[src/rtl/serial_mag_comparator.sv]
// Multi-cycle magnitude comparator: walks WIDTH-bit operands MSB-first, CHUNK bits per
// clock, with optional early finish at the first differing chunk and signed/unsigned modes.
module serial_mag_comparator #(
   parameter int WIDTH      = 16,
   parameter int CHUNK      = 4,
   parameter int EARLY_EXIT = 1
) (
   input  logic             clk,
   input  logic             rst,
   input  logic             start,
   input  logic [WIDTH-1:0] a,
   input  logic [WIDTH-1:0] b,
   input  logic             signed_mode,
   output logic             busy,
   output logic             done,
   output logic             eq,
   output logic             lt,
   output logic             gt
);

   localparam int NCHUNK = WIDTH / CHUNK;
   localparam int CW     = (NCHUNK > 1) ? $clog2(NCHUNK) : 1;
   localparam logic [CW-1:0] LAST_CNT = CW'(NCHUNK - 1);
   localparam bit EE = (EARLY_EXIT != 0);

   typedef enum logic [1:0] {IDLE, CMP, DONE} state_t;

   state_t           state_q, state_d;
   logic [WIDTH-1:0] a_q, b_q;
   logic             sm_q;
   logic [CW-1:0]    cnt_q;
   logic             dec_q, dec_lt_q;

   logic [CHUNK-1:0] ca, cb;
   logic             accept, in_cmp, last_chunk;
   logic             chunk_diff, chunk_lt;
   logic             fin_eq, fin_lt, fin_gt, finish;

   assign accept     = start && (state_q == IDLE || state_q == DONE);
   assign in_cmp     = (state_q == CMP);
   assign last_chunk = (cnt_q == LAST_CNT);

   // Flipping the sign bit of the leading chunk turns a two's-complement order into unsigned order
   always_comb begin
      ca = a_q[WIDTH-1 -: CHUNK];
      cb = b_q[WIDTH-1 -: CHUNK];
      if (sm_q && cnt_q == '0) begin
         ca[CHUNK-1] = ~ca[CHUNK-1];
         cb[CHUNK-1] = ~cb[CHUNK-1];
      end
   end

   assign chunk_diff = (ca != cb);
   assign chunk_lt   = (ca < cb);

   // A difference already recorded in an earlier chunk wins over anything seen later
   assign fin_lt = dec_q ? dec_lt_q  : (chunk_diff & chunk_lt);
   assign fin_gt = dec_q ? ~dec_lt_q : (chunk_diff & ~chunk_lt);
   assign fin_eq = ~dec_q & ~chunk_diff;
   assign finish = in_cmp && ((EE && chunk_diff) || last_chunk);

   always_comb begin
      state_d = state_q;
      case (state_q)
         IDLE:    if (start) state_d = CMP;
         CMP:     if (finish) state_d = DONE;
         DONE:    state_d = start ? CMP : IDLE;
         default: state_d = IDLE;
      endcase
   end

   always_ff @(posedge clk or posedge rst) begin
      if (rst) begin
         state_q  <= IDLE;
         cnt_q    <= '0;
         dec_q    <= 1'b0;
         dec_lt_q <= 1'b0;
         eq       <= 1'b0;
         lt       <= 1'b0;
         gt       <= 1'b0;
      end else begin
         state_q <= state_d;
         if (accept) begin
            cnt_q <= '0;
            dec_q <= 1'b0;
         end else if (in_cmp) begin
            cnt_q <= cnt_q + 1'b1;
            if (!dec_q && chunk_diff) begin
               dec_q    <= 1'b1;
               dec_lt_q <= chunk_lt;
            end
         end
         if (finish) begin
            eq <= fin_eq;
            lt <= fin_lt;
            gt <= fin_gt;
         end
      end
   end

   // Operand shift registers carry data only, so they need no reset
   always_ff @(posedge clk) begin
      if (accept) begin
         a_q  <= a;
         b_q  <= b;
         sm_q <= signed_mode;
      end else if (in_cmp) begin
         a_q <= a_q << CHUNK;
         b_q <= b_q << CHUNK;
      end
   end

   assign busy = in_cmp;
   assign done = (state_q == DONE);

endmodule

[config.mk]
export PLATFORM = sky130hd
export DESIGN_NAME = serial_mag_comparator
export DESIGN_NICKNAME = d
export VERILOG_FILES = /design/src/rtl/serial_mag_comparator.sv
export SDC_FILE = /design/constraint.sdc
export NUM_CORES = 1
export LEC_CHECK = 0
export ABC_AREA = 1
export BUFFER_PORTS_ARGS = -buffer_cell sky130_fd_sc_hd__buf_4
export CAP_MARGIN = 40
export CORE_MARGIN = 2
export CORE_UTILIZATION = 46
export DETAILED_ROUTE_END_ITERATION = 12
export PLACE_DENSITY = 0.73
export SYNTH_ARGS = -nofsm -noshare
export SYNTH_HDL_FRONTEND = slang
export SYNTH_SLANG_ARGS = --single-unit
[constraint.sdc]
create_clock -name clk -period 5.5 [get_ports clk]
set_input_delay 0.275 -clock clk [delete_from_list [all_inputs] [get_ports clk]]
set_output_delay 0.275 -clock clk [all_outputs]
set_load 0.05 [all_outputs]
After elaboration in Yosys (flattened, before gate mapping)

Index checks and enable logic that the tools add are counted.

Input bits: 36
Register bits: 42

Order comparisons: 1
Reductions and logical operators: 14
Add/sub/neg operators: 1
Muxes and demuxes: 17
Bitwise operators: 10
Equality and inequality tests: 6

Operator list:

| cell                | number |
|---|---|
| $mux 16             | 4 |
| $mux 1              | 8 |
| $mux 2              | 4 |
| $not 1->1           | 7 |
| $pmux 2 s3          | 1 |
| $eq 2x2->1 const B  | 2 |
| $logic_and 1x1->1   | 4 |
| $logic_not 2->1     | 2 |
| $lt 4x4->1          | 1 |
| $ne 4x4->1          | 1 |
| $reduce_and 2->1    | 2 |
| $reduce_bool 2->1   | 2 |
| $and 1x1->1         | 3 |
| $reduce_and 3->1    | 1 |
| $add 2x1->2 const B | 1 |
| $eq 2x1->1 const B  | 1 |
| $logic_or 1x1->1    | 2 |
| $ne 2x1->1 const B  | 1 |
| $ne 2x2->1 const B  | 1 |
| $logic_not 1->1     | 1 |

Logic depth before layout (Yosys ltp)

Gate-level depths: netlist (run 1).

Depth after elaboration: 8
Depth in mapped cells: 9
Mapped depth without buffers: 9

Worst setup path before layout (run 1)

OpenSTA, ideal clock, no wires.

Kind: register to register
Start point: reg state_q[1]
End point: reg a_q[0] (enable)
Arrival time: 1.511 ns
Period minus slack after synthesis: 1.902 ns
Slack: 3.598 ns
Path buffers: 0
Cell stages (with the launch flop): 4
Cells stage by stage: dfrtp_1 nor2_8 inv_1 nand2_1

RTL lines:

| item                        | line | text |
|---|---|---|
| start: declaration          | 28   | `state_t state_q, state_d;` |
| start signal: assignment    | 82   | `state_q <= state_d;` |
| $eq 2x1->1                  | 40   | `assign in_cmp = (state_q == CMP);` |
| named net busy              | 14   | `output logic busy,` |
| $reduce_bool 2->1 (no line) | -    |  |
| end signal: assignment      | 108  | `a_q <= a_q << CHUNK;` |
| end: declaration            | 29   | `logic [WIDTH-1:0] a_q, b_q;` |

The timed path passes the listed nets, and every way through them passes these cells.
A chain may end at the register's enable or synchronous reset.

Final worst setup path (run 1)

Start point: reg state_q[0]
End point: reg b_q[12] (enable)

Word-level cells in the longest chain between the ends: 4

Ends and longest elaborated chain:

| item                                          | line | text |
|---|---|---|
| $eq 2x2->1 or $logic_not 2->1 (tied branches) | 39   | `assign accept = start && (state_q == IDLE \|\| state_q == DONE);` |
| $logic_or 1x1->1                              | 39   |  |
| $logic_and 1x1->1                             | 39   |  |
| $reduce_bool 2->1 (no line) (*)               | -    |  |
| end signal: assignment                        | 109  | `b_q <= b_q << CHUNK;` |
| end: declaration                              | 29   |  |

Every way passes the cells marked *; elsewhere a longest branch is shown, timed or not.

==> summary.md, run 1 <==
In the routed design, unresolved DRC markers number 0. The run gives 0.137 as the aggregate global-route resource usage. For the final database, setup skew stands at 0.00852 ns. The number of nets produced by synthesis was 245. STA classifies the critical path endpoint as a flip-flop. For the pin with the worst max-slew slack, the measured transition is 0.614 ns. The share of synthesized flip-flops with an asynchronous set or reset is 0.214, and the number of buffers on the longest clock path is 2. For this block, the initial DRC count from the detailed router was 82. The tools report the sequential share of the synthesized area as 0.621. The number of H-tree branching levels is 2, and the area taken by multi-input logic gates is 608 µm². Of all cell types, the one taking the most synthesized area is edfxtp_1.

The number of buffers created by CTS is 5, and the vertical extent of the die is 69.3 µm. The first global-routing pass estimated 5.18 mm of wire. The number of top-level pins is 41. The number of antenna repair diodes came out at 0. Post-synthesis to final-layout area growth: 22.6%. By startpoint and endpoint, the worst setup path is classified as flip-flop to flip-flop.

Setup repair after global routing left no endpoint under its margin. The achievable frequency was 0.555 GHz; the synthesized flop and latch total was 42. The final antenna-violating net count was 0. TritonCTS built the clock tree. The fraction of layout instances using a drive strength above 1 was 0.241; the number of rows created at floorplan was 23. The arrival time of data at the critical path endpoint was 1.75 ns; the standby leakage power was 1.19 nW. The synthesized netlist occupies a cell area of 1960 µm². Top cell type's share of synthesized area: 0.506.

After floorplanning, the core was sized to cover 4060 µm². The final-report hold violation count came out at 0. The routed wirelength normalized by instance count was 10.5 µm. Dividing the detail-routed via count by the number of cells gives 4.68. The pin count of the biggest net entering global routing was 36. nand2_1 is the most common cell in the netlist.

The net total in the final layout is 289. The power density normalized to cell area was 385 nW/µm²; the area of the die was 4800 µm². After clock tree synthesis, the clock-pin slew on the worst setup and hold paths is 0.08 ns. Number of violations of the max-capacitance limit: 0. The flow ran to the end, and the final reports show no timing, DRC or antenna violations. Clock tree synthesis found a total of 42 sinks. The launch point of the critical path is state_q[0]$_DFFE_PP0P_.

The tools report the last weighted congestion value of the routability-driven placer as 0.732. After synthesis, the cell types taking the most area are edfxtp_1, nand2_1, dfrtp_1, inv_1, ha_1. The tools report the via count of the first global-routing pass as 1290. The flip-flop cell with the highest count after synthesis is edfxtp_1. The beginning of the worst hold path was signed_mode. STA puts the critical path data required time at 5.45 ns. The cell count of the worst hold path is 1, and the vias after detailed routing is 1400. The worst hold-check path type was input pin to flip-flop. The final cycle utilization of the critical path was 0.328. Cell count of the worst reg-to-reg path: 4. The half-perimeter wire length after placement is 2.12 mm, and the number of enable flip-flop cells after synthesis is 33. The clock latency at the later pin of the worst-skew pair came out at 0.29 ns. Dividing the synthesized area by the synthesized cell count gives 9.60 µm². The run gives 0.592 as the core utilization of the finished layout. In the synthesized netlist, the number of instances is 204. The worst register-to-register path begins at state_q[0]$_DFFE_PP0P_. The routed design has 3.14 mm of wire. The die outline width is 69.3 µm. The maximum VDD drop came out at 160 µV. STA classifies the critical path startpoint as a flip-flop. The logs give 0.589 for the worst-case headroom to the max-slew limit and 0 for the final count of pins violating max slew.

Of all nets on the critical path, the largest fanout is 35. CTS placed an instance of clkbuf_8 at the clock tree root. The routed design could run at a clock period as short as 1.80 ns. During synthesis, Yosys emitted a total of 0 warnings. For the global-route congestion overflow total, the log shows 0.

In this run the tool buffered the top-level ports with 40 buffer cells. The storage element area is 1220 µm², and the effective utilization at floorplan is 0.483. For the count of fill cells added during filler insertion, the log shows 343. Yosys mapped the design onto 19 distinct sky130hd cell types. Counting instances in the post-synthesis netlist gives the leading cell types as nand2_1, edfxtp_1, inv_1, nor2_1, dfrtp_1. The run gives 0 ns as the setup total negative slack. The initial antenna violation count was 0; the count of endpoints failing setup in the final report was 0.

The tools report the count of TritonRoute iterations in the first routing pass as 5.
## routing by layer
layer  up-vias  global-route usage  routed length, µm
met5         -                   0                  0
met4         0              0.0610                 44
met3         5              0.0538                155
met2        41               0.231               1600
met1       630               0.152               1330
li1        724                   -                  -
## cell type report
type	count	share of cell area
clock buffer	5	0.0286
clock inverter	3	0.00990
inverter	28	0.0438
multi-input combinational	129	0.253
sequential	42	0.506
tap	50	0.0260
timing repair buffer	42	0.132
## state kept, by name, indices dropped and copies added (netlist names)
| register | count |
|---|---|
| a_q | 16 |
| b_q | 16 |
| cnt_q | 2 |
| dec_lt_q | 1 |
| dec_q | 1 |
| eq | 1 |
| gt | 1 |
| lt | 1 |
| sm_q | 1 |
| state_q | 2 |
## worst max-delay path, stage by stage (launching register included)
cell	delay, ns
dfrtp_1	0.39
inv_2	0.11
nand2_2	0.37
nand2_1	0.19
buf_4	0.39
## where the power goes
part | internal, W | switching (W)
sequential | 0.000430 | 0.0000300
combinational | 0.0000939 | 0.000169
clock | 0.0000907 | 0.000111
## per-stage QoR
stage,setup slack (ns),total power [W],cells,cell area [µm²],hold WS [ns]
2_1_floorplan,3.60,0.000658,204,1960,0.103
3_3_place_gp,3.69,0.000722,290,2300,0.258
3_5_place_dp,3.68,0.000732,290,2300,0.262
4_1_cts,3.67,0.000933,299,2400,0.150
5_1_grt,3.56,0.000983,299,2400,0.139
6_report,3.70,0.000924,299,2400,0.158
## cell families after synthesis
| kind of cell | after synthesis | synth area share |
|---|---|---|
| DFF | 42 | 0.621 |
| AOI/OAI and AO/OA | 9 | 0.0287 |
| and+or+nand+nor | 115 | 0.250 |
| adders and majority gates | 5 | 0.0319 |
| buffers and inverters | 33 | 0.0690 |
## worst paths after layout
| kind | endpoint | slack, ns |
|---|---|---|
| hold / removal | sm_q$_DFFE_PP_ | 0.16 |
| setup / recovery | b_q[12]$_DFFE_PP_ | 3.70 |
| min in group asynchronous | lt$_DFFE_PP0P_ | 0.50 |
| hold reg to reg | eq$_DFFE_PP0P_ | 0.50 |
| setup reg to reg | b_q[12]$_DFFE_PP_ | 3.70 |
| max in group asynchronous | dec_q$_DFFE_PP0P_ | 4.74 |
## cells in the final DEF (no fill, tap or decap)
master / count
nand2_2: 2
clkbuf_8: 5
dfrtp_1: 9
nor2_1: 14
nand3_1: 6
nand2_4: 2
inv_6: 1
o21ai_0: 5
dlygate4sd3_1: 1
clkinvlp_4: 2
nor2_4: 1
inv_1: 25
buf_4: 41
o21ai_1: 1
nand2_1: 88
a21oi_4: 1
ha_1: 5
edfxtp_1: 33
nand3_2: 1
a21oi_1: 2
nor2_8: 1
inv_2: 3
## repair_timing
item / 4_1_cts / 5_1_grt
endpoints found under the hold margin: 9 / 0
hold buffers: 1 / 0
gates resized for setup: 0 / 0
buffers inserted: 0 / 0
Note: power is estimated with default switching activity, not from simulation.
==> run 2: changes to the inputs <==
==> constraint.sdc (replaced) <==
create_clock -name clk -period 1.9 [get_ports clk]
set_input_delay 0.095 -clock clk [delete_from_list [all_inputs] [get_ports clk]]
set_output_delay 0.095 -clock clk [all_outputs]
set_load 0.05 [all_outputs]
==> run 2 against run 1 <==
  * Total power rose to 2.9 times the previous value
  * Cell area grew 0.83%
  * Clock power grew to 2.6 times the previous value
  * Critical path depth grew 4
  * Non-clock buffer count up 2
  * Wire length grew 1.1%
  * Largest cell class unchanged
  * Highest routed layer unchanged
==> summary.md, run 2 (synthesis results as in run 1) <==
The number of rows created at floorplan was 23 (unchanged); the number of H-tree branching levels was 2 (unchanged). For the post-cts gate resize count, the log shows 0 (unchanged). The tools report the count of endpoints failing setup in the final report as 0 (unchanged). The beginning of the worst hold path is b[7]. The final antenna-violating net count was 0 (unchanged).

For the vias after detailed routing, the log shows 1355 (-3.2%). The core area was 4060 µm² (unchanged). The logs give 0.597 (+0.00493) for the core utilization of the finished layout and 0.689 GHz (+24%) for the achievable frequency. The run gives 0 (unchanged) as the initial antenna violation count. Setup repair after global routing left no endpoint under its margin. The endpoint identified for the worst register-to-register timing path is gt$_DFFE_PP0P_.

For the starting DRC count in detailed routing, the log shows 44 (-46%). In this run the critical register-to-register path is launched from a_q[13]$_DFFE_PP_. The register clock-pin slew on the reported worst setup and hold paths is 0.07 ns (about the same). The logs give 0 (unchanged) for the final count of pins violating max slew and 1.62 ns (-0.13 ns) for the arrival time of data at the critical path endpoint.

The ratio of routed vias to standard cells was 4.50 (-3.9%); the placed instance count was 291 (+0.34%). The largest registers in the layout are a_q x16, b_q x16. The non-filler instance count after layout is 301 (+0.67%), and the pin count of the biggest net entering global routing is 35 (-2.8%). The run gives 2.07 ns (-3.38 ns) as the required time of the critical path. The cell count of the worst hold path was 3 (+2). In the layout the commonest cells are nand2_1, buf_4, edfxtp_1.

Count of TritonRoute iterations in the first routing pass: 4 (-1). The run gives 0 (unchanged) as the number of buffers inserted by post-CTS setup repair. The standby leakage power is 1.20 nW (+1.1%). The tools report the clock latency at the later pin of the worst-skew pair as 0.28 ns (about the same). The wire length of the first global-routing pass is 5.69 mm (+9.9%).

The number of buffers on the longest clock path was 2 (unchanged). The vertical extent of the die came out at 69.3 µm (unchanged). The run gives 0 (unchanged) as the final-report hold violation count. The net total in the final layout is 291 (+0.69%). The storage element area is 1220 µm² (unchanged), and the number of buffers created by CTS is 5 (unchanged). Power density normalized to cell area: 1090 nW/µm² (+180%).

The effective utilization at floorplan came out at 0.483 (unchanged). The number of buffers inserted by port buffering is 40 (unchanged). The tools report the overall routed net length as 3.18 mm (+1.1%).

Kind of end point of the critical path: a flip-flop. The die outline width came out at 69.3 µm (unchanged). The area taken by multi-input logic gates is 611 µm² (+0.41%), and the worst-case hold slack is 0.0691 ns (-0.0890 ns). Global-route congestion overflow total: 0 (unchanged). For the setup total negative slack, the log shows 0 ns (unchanged). The fraction of layout instances using a drive strength above 1 works out to 0.235 (-0.00590). The number of top-level pins is 41 (unchanged). The final period demand of the worst path is 1.45 ns (-0.350 ns). TritonCTS built the clock tree.

The number of violations of the max-capacitance limit is 0 (unchanged). The worst clock skew was 0.00217 ns (-0.00635 ns). The cell sitting at the root of the clock tree is a clkbuf_8.

The maximum VDD drop is 495 µV (+210%), and the largest fanout of any net on the critical path is 5 (-86%). The kind of launch point of the worst setup path is a flip-flop. The half-perimeter wire length after placement was 2.20 mm (+3.8%). Worst hold-check path type: input pin to flip-flop. The final setup slack of the worst path came out at 0.449 ns (-3.25 ns).

The worst setup path is of the flip-flop to flip-flop kind. The internal reg-to-reg setup slack is 0.45 ns (-3.25 ns), and the area of the die is 4800 µm² (unchanged). The run gives 0.151 (+0.0144) as the aggregate global-route resource usage. The final cycle utilization of the critical path works out to 0.764 (+0.436). The flow ran to the end, and the final reports show no timing, DRC or antenna violations.

The cell count of the worst reg-to-reg path is 8 (+4). Relative to the synthesized area, the layout overhead comes to 23.6%. The routed wirelength normalized by instance count works out to 10.5 µm (+0.47%).

The number of antenna repair diodes is 0 (unchanged), and the slew of the pin with the lowest slew margin is 0.403 ns (-0.211 ns). The tools report the worst-case headroom to the max-slew limit as 0.731 (+0.142). The most common cell after layout, fill and taps aside was nand2_1. Number of clock sinks seen by CTS: 42 (unchanged).

The worst setup slack before clock tree synthesis was 0.461 ns (-3.22 ns). The worst hold path terminates at b_q[7]$_DFFE_PP_. The logs give 0.734 (+0.31%) for the last weighted congestion value of the routability-driven placer and 356 (+3.8%) for the count of fill cells added during filler insertion. The via count of the first global-routing pass is 1364 (+5.7%), and the total DRC errors in the routed layout is 0 (unchanged).
## run 2: cell count changes in the layout (fill, tap and decap cells not counted)
cell,before,now
clkinv_1,0,1
nand2_1,88,87
clkinvlp_4,2,0
dlygate4sd3_1,1,2
buf_12,0,1
nand2_2,2,3
inv_6,1,0
clkbuf_1,0,2
## run 2: metrics by stage
stage	power [W]	instance area (µm²)
2_1_floorplan	0.00191	1960
3_3_place_gp	0.00211	2320
3_5_place_dp	0.00214	2320
4_1_cts	0.00268	2420
5_1_grt	0.00283	2420
6_report	0.00264	2420
## run 2: metal layers
| metal | share of wire | up-vias | GRT usage | wire length [µm] |
|---|---|---|---|---|
| li1 | - | 724 | - | - |
| met1 | 0.42 | 596 | 0.175 | 1350 |
| met2 | 0.51 | 33 | 0.250 | 1600 |
| met3 | 0.062 | 2 | 0.0610 | 197 |
| met4 | 0.0082 | 0 | 0.0588 | 26 |
| met5 | 0 | - | 0 | 0 |
## run 2: final cells by class
class,instances,share of cell area
multi-input cells,129,0.252
clock buffers,7,0.0315
well taps,50,0.0258
inverters,28,0.0434
repair buffers,44,0.144
flip-flops and latches,42,0.502
clock inverters,1,0.00155
## run 2: worst max path at each step
stage,from,end,slack (ns)
5_1_grt,a_q[13]$_DFFE_PP_,gt$_DFFE_PP0P_,0.35
4_1_cts,a_q[13]$_DFFE_PP_,gt$_DFFE_PP0P_,0.45
3_3_place_gp,a_q[13]$_DFFE_PP_,lt$_DFFE_PP0P_,0.55
2_1_floorplan,state_q[1]$_DFFE_PP0P_,a_q[0]$_SDFFCE_PN0P_,0.30
6_report,a_q[13]$_DFFE_PP_,gt$_DFFE_PP0P_,0.45
3_5_place_dp,a_q[13]$_DFFE_PP_,gt$_DFFE_PP0P_,0.46
## run 2: report_power, final
part / internal [W] / switching [W]
combinational: 0.000286 / 0.000490
clock: 0.000256 / 0.000273
sequential: 0.00124 / 0.0000921
total: 0.00179 / 0.000855
## run 2: what timing repair did
item                                    CTS  global route
endpoints found under the setup margin    0             0
endpoints found under the hold margin    10             0
hold buffers                              2             0
## run 2: worst max-delay path, stage by stage, from the launching register on
cell and delay [ns]:
edfxtp_1 0.38, ha_1 0.31, nand2_1 0.08, nor2_4 0.15, nand3_2 0.12, nand2_4 0.09, inv_2 0.05, nor2_1 0.10
a21oi_1 0.05
